### src/rtl/shift_left32_sequential.sv
// Multi-cycle logical left shifter: one log-shifter stage (1, 2, 4, 8, 16) per clock,
// valid/ready handshakes on both sides, overflow flag for any '1' shifted past the MSB.
module shift_left32_sequential #(
  parameter int WIDTH = 32,
  parameter int LOG2W = 5
) (
  input  logic             clk,
  input  logic             rst,
  input  logic             in_valid,
  output logic             in_ready,
  input  logic [WIDTH-1:0] a,
  input  logic [WIDTH-1:0] b,
  output logic             out_valid,
  input  logic             out_ready,
  output logic [WIDTH-1:0] out,
  output logic             ovf,
  output logic             busy
);

  localparam int SW = (LOG2W > 1) ? $clog2(LOG2W) : 1;
  localparam logic [SW-1:0] LAST_STAGE = SW'(LOG2W - 1);

  typedef enum logic [1:0] {
    IDLE  = 2'd0,
    SHIFT = 2'd1,
    DONE  = 2'd2
  } state_t;

  state_t           state_reg;
  logic [WIDTH-1:0] data_reg;
  logic [LOG2W-1:0] amt_reg;
  logic             big_reg;
  logic             ovf_acc_reg;
  logic [SW-1:0]    stage_reg;
  logic [WIDTH-1:0] out_reg;
  logic             ovf_reg;
  logic             out_valid_reg;
  logic             busy_reg;

  logic [WIDTH-1:0] stage_data [LOG2W];
  logic             stage_lost [LOG2W];
  logic [WIDTH-1:0] data_next;
  logic             ovf_next;
  logic             accept;
  logic             apply;

  // Every stage is precomputed from the working register; the current stage picks one.
  generate
    for (genvar gi = 0; gi < LOG2W; gi++) begin : g_stage
      localparam int SH = 1 << gi;
      assign stage_data[gi] = data_reg << SH;
      assign stage_lost[gi] = |data_reg[WIDTH-1 -: SH];
    end
  endgenerate

  assign in_ready = (state_reg == IDLE) || ((state_reg == DONE) && out_ready);
  assign accept   = in_valid && in_ready;

  // Oversized shift amounts resolve at accept time; the stages then just idle.
  assign apply = amt_reg[stage_reg] && !big_reg;

  always_comb begin
    data_next = data_reg;
    ovf_next  = ovf_acc_reg;
    if (apply) begin
      data_next = stage_data[stage_reg];
      ovf_next  = ovf_acc_reg | stage_lost[stage_reg];
    end
  end

  always_ff @(posedge clk) begin
    if (rst) begin
      state_reg     <= IDLE;
      data_reg      <= '0;
      amt_reg       <= '0;
      big_reg       <= 1'b0;
      ovf_acc_reg   <= 1'b0;
      stage_reg     <= '0;
      out_reg       <= '0;
      ovf_reg       <= 1'b0;
      out_valid_reg <= 1'b0;
      busy_reg      <= 1'b0;
    end else begin
      case (state_reg)
        IDLE, DONE: begin
          if ((state_reg == DONE) && out_ready) begin
            state_reg     <= IDLE;
            out_valid_reg <= 1'b0;
          end
          if (accept) begin
            state_reg     <= SHIFT;
            busy_reg      <= 1'b1;
            out_valid_reg <= 1'b0;
            amt_reg       <= b[LOG2W-1:0];
            big_reg       <= |b[WIDTH-1:LOG2W];
            data_reg      <= (|b[WIDTH-1:LOG2W]) ? '0 : a;
            ovf_acc_reg   <= (|b[WIDTH-1:LOG2W]) && (|a);
            stage_reg     <= '0;
          end
        end
        SHIFT: begin
          data_reg    <= data_next;
          ovf_acc_reg <= ovf_next;
          stage_reg   <= stage_reg + 1'b1;
          if (stage_reg == LAST_STAGE) begin
            state_reg     <= DONE;
            busy_reg      <= 1'b0;
            out_valid_reg <= 1'b1;
            out_reg       <= data_next;
            ovf_reg       <= ovf_next;
          end
        end
        default: begin
          state_reg     <= IDLE;
          out_valid_reg <= 1'b0;
          busy_reg      <= 1'b0;
        end
      endcase
    end
  end

  assign out       = out_reg;
  assign ovf       = ovf_reg;
  assign out_valid = out_valid_reg;
  assign busy      = busy_reg;

endmodule

### config.mk
export PLATFORM = sky130hd
export DESIGN_NAME = shift_left32_sequential
export DESIGN_NICKNAME = d
export VERILOG_FILES = /design/src/rtl/shift_left32_sequential.sv
export SDC_FILE = /design/constraint.sdc
export NUM_CORES = 1
export LEC_CHECK = 0
export ABC_CLOCK_PERIOD_IN_PS = 2300
export CORE_MARGIN = 8
export CORE_UTILIZATION = 50
export DETAILED_ROUTE_END_ITERATION = 7
export PLACE_DENSITY = 0.92
export SLEW_MARGIN = 10
export SYNTH_ARGS = -nofsm -noshare
export SYNTH_HDL_FRONTEND = slang
export SYNTH_SLANG_ARGS = --single-unit
### constraint.sdc
create_clock -name clk -period 2.3 [get_ports clk]
set_input_delay 0.575 -clock clk [delete_from_list [all_inputs] [get_ports clk]]
set_output_delay 0.575 -clock clk [all_outputs]
set_load 0.1 [all_outputs]
## Word-level counts from Yosys, hierarchy flattened

Cells that the tools add are included.

| word-level totals | value |
|---|---|
| input bits | 68 |
| output and inout port bits | 36 |
| flip-flop bits (word level) | 79 |

| cells by class | value |
|---|---|
| multiplexer cells | 28 |
| magnitude comparators | 2 |
| $add $sub $neg | 1 |
| equality and inequality tests | 6 |
| bitwise operators | 2 |
| reductions and logical operators | 20 |

Operator list:

| kind | count |
|---|---|
| $mux 32 | 5 |
| $bmux 32 s3 | 1 |
| $pmux 32 s2 | 1 |
| $reduce_or 32->1 | 1 |
| $reduce_or 27->1 | 1 |
| $reduce_or 16->1 | 1 |
| $mux 1 | 10 |
| $reduce_and 2->1 | 5 |
| $reduce_or 8->1 | 1 |
| $bmux 1 s3 | 2 |
| $mux 2 | 3 |
| $pmux 1 s2 | 3 |
| $pmux 3 s2 | 1 |
| $ge 4x4->1 const B | 1 |
| $logic_and 1x1->1 | 4 |
| $lt 3x4->1 const B | 1 |
| $ne 2x2->1 const B | 2 |
| $not 3->4 | 1 |
| $pmux 2 s2 | 1 |
| $reduce_or 2->1 | 2 |
| $reduce_or 4->1 | 1 |
| $add 3x1->3 const B | 1 |
| $eq 3x3->1 const B | 1 |
| $mux 3 | 1 |
| 8 further kinds | 8 |

## Depth between registers and ports, before layout

Gate-level depths: netlist of the first run.

| depth | value |
|---|---|
| depth in word-level cells | 7 |
| mapped depth | 10 |
| mapped depth without buffers | 7 |

## Least setup slack after synthesis of the first run

Ideal clock, no wire load.

| timing path | value |
|---|---|
| path type | register to output |
| start point | reg state_reg[1] |
| end point | out in_ready |
| slack | -0.496 ns |
| stages on the path, launching flop included | 3 |
| arrival | 2.221 ns |
| cell sequence | dfxtp_1 > nor2b_1 > nor2_1 |

| between the ends | value |
|---|---|
| longest elaborated chain between the ends | 3 |
| elaborated cells between the ends (all ways) | 4 |
| those cells by class | eq/ne (1); reduce/logical (3) |

RTL lines:

| element | RTL line | RTL |
|---|---|---|
| from (decl) | 29 | `state_t state_reg;` |
| from (signal assigned) | 73 | `state_reg <= IDLE;` |
| from (signal assigned) | 87 | `state_reg <= IDLE;` |
| from (signal assigned) | 91 | `state_reg <= SHIFT;` |
| $eq 2x2->1 | 56 | `assign in_ready = (state_reg == IDLE) \|\| ((state_reg == DONE) && out_ready);` |
| $logic_and 1x1->1 | 56 |  |
| $logic_or 1x1->1 (*) | 56 |  |
| to (decl) | 10 | `output logic in_ready,` |

Mark *: on every way between the ends. The rest lies on a longest branch, timed or not.

==> reports/results.ini, run 1 <==
[status]
status = finished clean

[die]
row_count = 34
die_h_um = 109.5
core_um2 = 8593
start_util_pct = 50.86
ios = 104
dieArea_um2 = 11990
die_w_um = 109.5

[grt]
grt_pass1_wl_um = 23020
track_usage_pct = 24.00
grt_max_degree = 36
gr-total-overflow = 0
antenna_found_initial = 0
grt_pass1_vias = 4578

[synthesis]
synth_top_area_share_pct = 35.73
synth_edf_count = 0
synth_area_leaders = dfxtp_1, mux2i_1, o21ai_0, a21oi_1, a22oi_1
yosys.cell_types.count = 50
synth_top_cell_by_area = dfxtp_1
synth-main-ff-cell = dfxtp_1
ys_seq_area_share_pct = 35.73
syn-instance-count = 499
postSynthAreaPerCell_um2 = 8.758
synth_warnings = 0
async_flop_share_pct = 0
synth-seq-cells = 78
syn-num-nets = 569
syn-cell-area_um2 = 4370

[setup_path]
crit_family = compound AO/OA/AOI/OAI gates
crit_type = input port to flop
critPathRequiredTime_ps = 2600
cp_slowest_cell = clkdlybuf4s50_1
crit_buf_inv = 2
critPathArrivalTime_ps = 2350
crit_chain = clkdlybuf4s50_1 > or3b_4 > a2111oi_2 > o21ai_1 > buf_4 > a211oi_2 > a221o_1
path_max_fanout = 12
worst_setup_path_end_kind = flop
r2r_slack_ps = 250
start_kind = input port
slowest_delay_ps = 420

[sta]
finalHoldViolCount = 0
fin_skew_ps = 12.98
fin_crit_sh_pct = 89.21
worstMarginPinSlew_ps = 672.7
max-slew-margin-rel_pct = 54.99
period_needed_ps = 2052
tns_ps = 0
setup_viol = 0
whs_ps = 462.9
fin_ws_ps = 248.3
fmax_ghz = 0.4874
rsz0062_at_grt = false
final_max_slew_viol_count = 0

[finish]
final_common_cell = dfxtp_1
area_delta_synth_final_pct = 31.12
fillCellCount = 710
layout.nets = 665
drive_gt1_share_pct = 17.03
diodes = 0
final_cell_mix = dfxtp_1, clkdlybuf4s50_1, buf_4, o21ai_0, a21oi_1
stdcell_count = 707

[clock_network]
tritoncts = built
clkTransAtPathRegs_ps = 80
cts_setup_buffers = 0
numCtsBuffers = 9
numClockSinks = 78
cts_buffer_depth = 2
ctsRootBufferMaster = clkbuf_8
htree_levels = 3
insertion_delay_ps = 360

[power_and_ir_drop]
cellPowerDensity_nw_per_um2 = 517.0
vdd_drop_max_v = 0.0003003
cellLeakagePower_uw = 0.001977

[route]
num_vias = 4584
drt-wirelength-per-cell_um = 20.40
wl_um = 14420
post-route-drc-count = 0
dr.pass1.iters = 5
viasPerCell = 6.484
first_iter_violations = 373
detail-route-antenna-nets = 0

[place]
dpl.hpwl_um = 10450
dp.cells = 692
gp_congestion = 0.9190
dp_slack_ps = -113.6
port_buffers = 103

[hold_path]
hp-class = flop to flop

[run]
cap_violations = 0

-- layer usage --
layer | track usage, % | up-vias | wire length (um)
li1 | - | 2082 | -
met1 | 28.54 | 2180 | 5620
met2 | 40.44 | 285 | 7011
met3 | 6.096 | 37 | 1385
met4 | 9.740 | 0 | 403
met5 | 0 | - | 0
-- stage by stage --
step | area, um^2 | utilization, % | total power, uW
2_1_floorplan | 4379 | - | 1633
3_3_place_gp | 5514 | 64.17 | 1838
3_5_place_dp | 5514 | 64.17 | 1847
4_1_cts | 5728 | 66.66 | 2957
5_1_grt | 5731 | 66.69 | 3050
6_report | 5731 | 66.69 | 2963
-- where the power goes --
part / total, uW / internal, uW / leakage, uW / switching, uW
Sequential: 1380 / 1360 / 0.000631 / 15.4
Clock: 1140 / 638 / 0.000107 / 499
Combinational: 445 / 215 / 0.00124 / 230
-- final timing paths --
check / startpoint / endpoint / cells after the start
max: rst / data_reg[6] / 7
min: out[12] / out[12] / 2
max reg2reg: stage_reg[2] / out[21] / 6
min reg2reg: out[12] / out[12] / 2
-- logic make-up (layout without fill, tap and decap cells) --
group | count (synthesis) | count (layout) | share of synthesized area, %
buffers and inverters | 49 | 149 | 5.411
adders and majority gates | 2 | 2 | 0.5725
muxes | 51 | 51 | 14.20
AOI/OAI and AO/OA | 160 | 160 | 23.79
xor gates and xnor gates | 1 | 1 | 0.2004
DFF | 78 | 78 | 35.73
and+or+nand+nor | 158 | 158 | 20.10
-- cells in the mapped netlist, types with 2 or more instances --
library cell	n
a21oi_1	39
a211oi_1	13
and2_1	3
o32ai_1	6
dfxtp_1	78
o21ai_0	40
nand3b_1	19
inv_1	4
nand3_1	17
a31oi_1	2
buf_6	3
nor2b_1	17
nand4_1	4
o21ai_1	4
and3_1	3
nor3b_1	6
nor4_1	18
mux2i_1	35
clkbuf_1	19
ha_1	2
and2b_1	2
o21a_1	3
a22oi_1	25
mux4_2	8
nor2_1	18
a211oi_2	2
mux2_2	8
nand2b_1	5
nor3_1	8
nand2_1	33
a221o_1	9
o22ai_1	7
buf_2	20
a211o_1	3
-- tightest hold or removal path, cell delays in order (launching register included) --
cell and delay (ps):
dfxtp_1 320, nand2_1 50, a21oi_1 50
-- final cells by class --
type                            count  area (um^2)  share of cell area [%]
Clock buffer                       12        145.1                   2.533
Sequential cell                    78         1564                   27.29
Timing Repair Buffer              130         1206                   21.05
Inverter                            4        15.01                  0.2620
Tap cell                          108        135.1                   2.358
Multi-Input combinational cell    372         2596                   45.31
Clock inverter                      3        68.82                   1.201
-- repair_timing --
| item | 4_1_cts | 5_1_grt |
|---|---|---|
| hold buffers | 0 | 0 |
| gates resized for setup | 0 | 1 |
| setup endpoints to repair | 0 | 1 |
No activity file was read; power rests on OpenSTA's default activity.
==> run 2: changes to the inputs <==
- CORE_MARGIN: 8 -> 1.5
==> reports/results.ini, run 2 (synthesis gave the netlist of run 1 again) <==
[setup_path]
critPathArrivalTime_ps = 2470
reg2reg_depth = 8
worstSetupStartpoint = rst
crit_end = data_reg[6]
worst_setup_path_end_kind = flop
crit_type = input port to flop
r2r_slack_ps = 220
path_max_fanout = 12
critPathRequiredTime_ps = 2600
r2r_end = data_reg[6]
start_kind = input port
rr_startpoint = stage_reg[2]

[die]
dieArea_um2 = 9310
start_util_pct = 52.40
die_w_um = 96.49
core_um2 = 8341
row_count = 33
ios = 104
die_h_um = 96.49

[clock_network]
numCtsBuffers = 9
cts-hold-fix-buffers = 0
cts_buffer_depth = 2
ctsRootBufferMaster = clkbuf_8
insertion_delay_ps = 360
cts_resized = 0
cts_setup_buffers = 0
numClockSinks = 78
tritoncts = built
clkTransAtPathRegs_ps = 80
htree_levels = 3

[place]
dp.cells = 695
gp_congestion = 0.9672
dp_slack_ps = -138.3
dpl.hpwl_um = 10320
port_buffers = 103
placedInstanceArea_um2 = 5555

[sta]
setup_viol = 0
finalHoldViolCount = 0
worstMarginPinSlew_ps = 558.7
final_max_slew_viol_count = 0
max-slew-margin-rel_pct = 62.68
fin_skew_ps = 9.200
fin_ws_ps = 132.2
rsz0062_at_grt = false
fin_crit_sh_pct = 94.25
period_needed_ps = 2168
fmax_ghz = 0.4613
tns_ps = 0

[grt]
grt_pass1_wl_um = 22440
antenna_found_initial = 0
gr-total-overflow = 0
grt_pass1_vias = 4524
track_usage_pct = 32.12
grt_max_degree = 31

[route]
detail-route-antenna-nets = 0
num_vias = 4617
wl_um = 14410
drt-wirelength-per-cell_um = 20.29
dr.pass1.iters = 5
first_iter_violations = 279
viasPerCell = 6.503
post-route-drc-count = 0

[status]
status = finished clean

[finish]
area_delta_synth_final_pct = 31.95
stdcell_count = 710
fillCellCount = 667
final_cell_mix = dfxtp_1, clkdlybuf4s50_1, buf_4, o21ai_0, a21oi_1
layout.nets = 671
diodes = 0
drive_gt1_share_pct = 18.02
fin_area_um2 = 5767
utilization_pct = 69.14
final_common_cell = dfxtp_1

[power_and_ir_drop]
pwr-share-comb_pct = 15.1
p_int_uw = 2192
pwr-share-seq_pct = 46.6
p_sw_uw = 783.1
cellLeakagePower_uw = 0.002012
clkPwrFrac_pct = 38.3
cellPowerDensity_nw_per_um2 = 515.9
vdd_drop_max_v = 0.0003608
switching_share_pct = 26.32

[hold_path]
hp-class = flop to flop

[run]
cap_violations = 0

run 2: area by class of cell:
class	instances	area, um^2	share of cell area (%)
flip-flops and latches	78	1564	27.12
clock inverters	6	87.58	1.519
multi-input cells	372	2594	44.98
inverters	4	15.01	0.2604
clock buffers	9	123.9	2.148
repair buffers	136	1251	21.70
well taps	105	131.4	2.278
run 2: how the worst min path moves through the flow:
stage	start	endpoint	slack (ps)	depth (start not counted)
6_report	out[13]	out[13]	460	2
5_1_grt	out[6]	out[6]	480	2
4_1_cts	out[13]	out[13]	460	2
3_5_place_dp	out[7]	out[7]	450	2
3_3_place_gp	amt_reg[2]	amt_reg[2]	440	2
2_1_floorplan	amt_reg[0]	amt_reg[0]	440	2
run 2: metal layers:
metal	global-route usage [%]	routed length (um)
met1	37.84	5837
met2	56.59	7147
met3	5.086	1008
met4	15.34	414
met5	0	0
run 2: through the flow:
step                hold WS, ps  total power [uW]
finish                    458.2              2975
floorplan                 435.7              1633
detailed placement        446.5              1856
global route              484.4              3068
CTS                       460.4              2966
global placement          443.0              1848
run 2: power by group through the flow:
stage / registers, uW / logic [uW] / clock network (uW)
floorplan: 1420 / 217 / 0
global placement: 1420 / 433 / 0
detailed placement: 1420 / 440 / 0
CTS: 1380 / 443 / 1140
global route: 1390 / 475 / 1210
finish: 1380 / 451 / 1140
run 2: critical path: stages:
cell	delay, ps
clkdlybuf4s50_1	420
or3b_4	390
a2111oi_2	340
o21ai_1	110
buf_4	200
a211oi_2	260
a221o_1	170
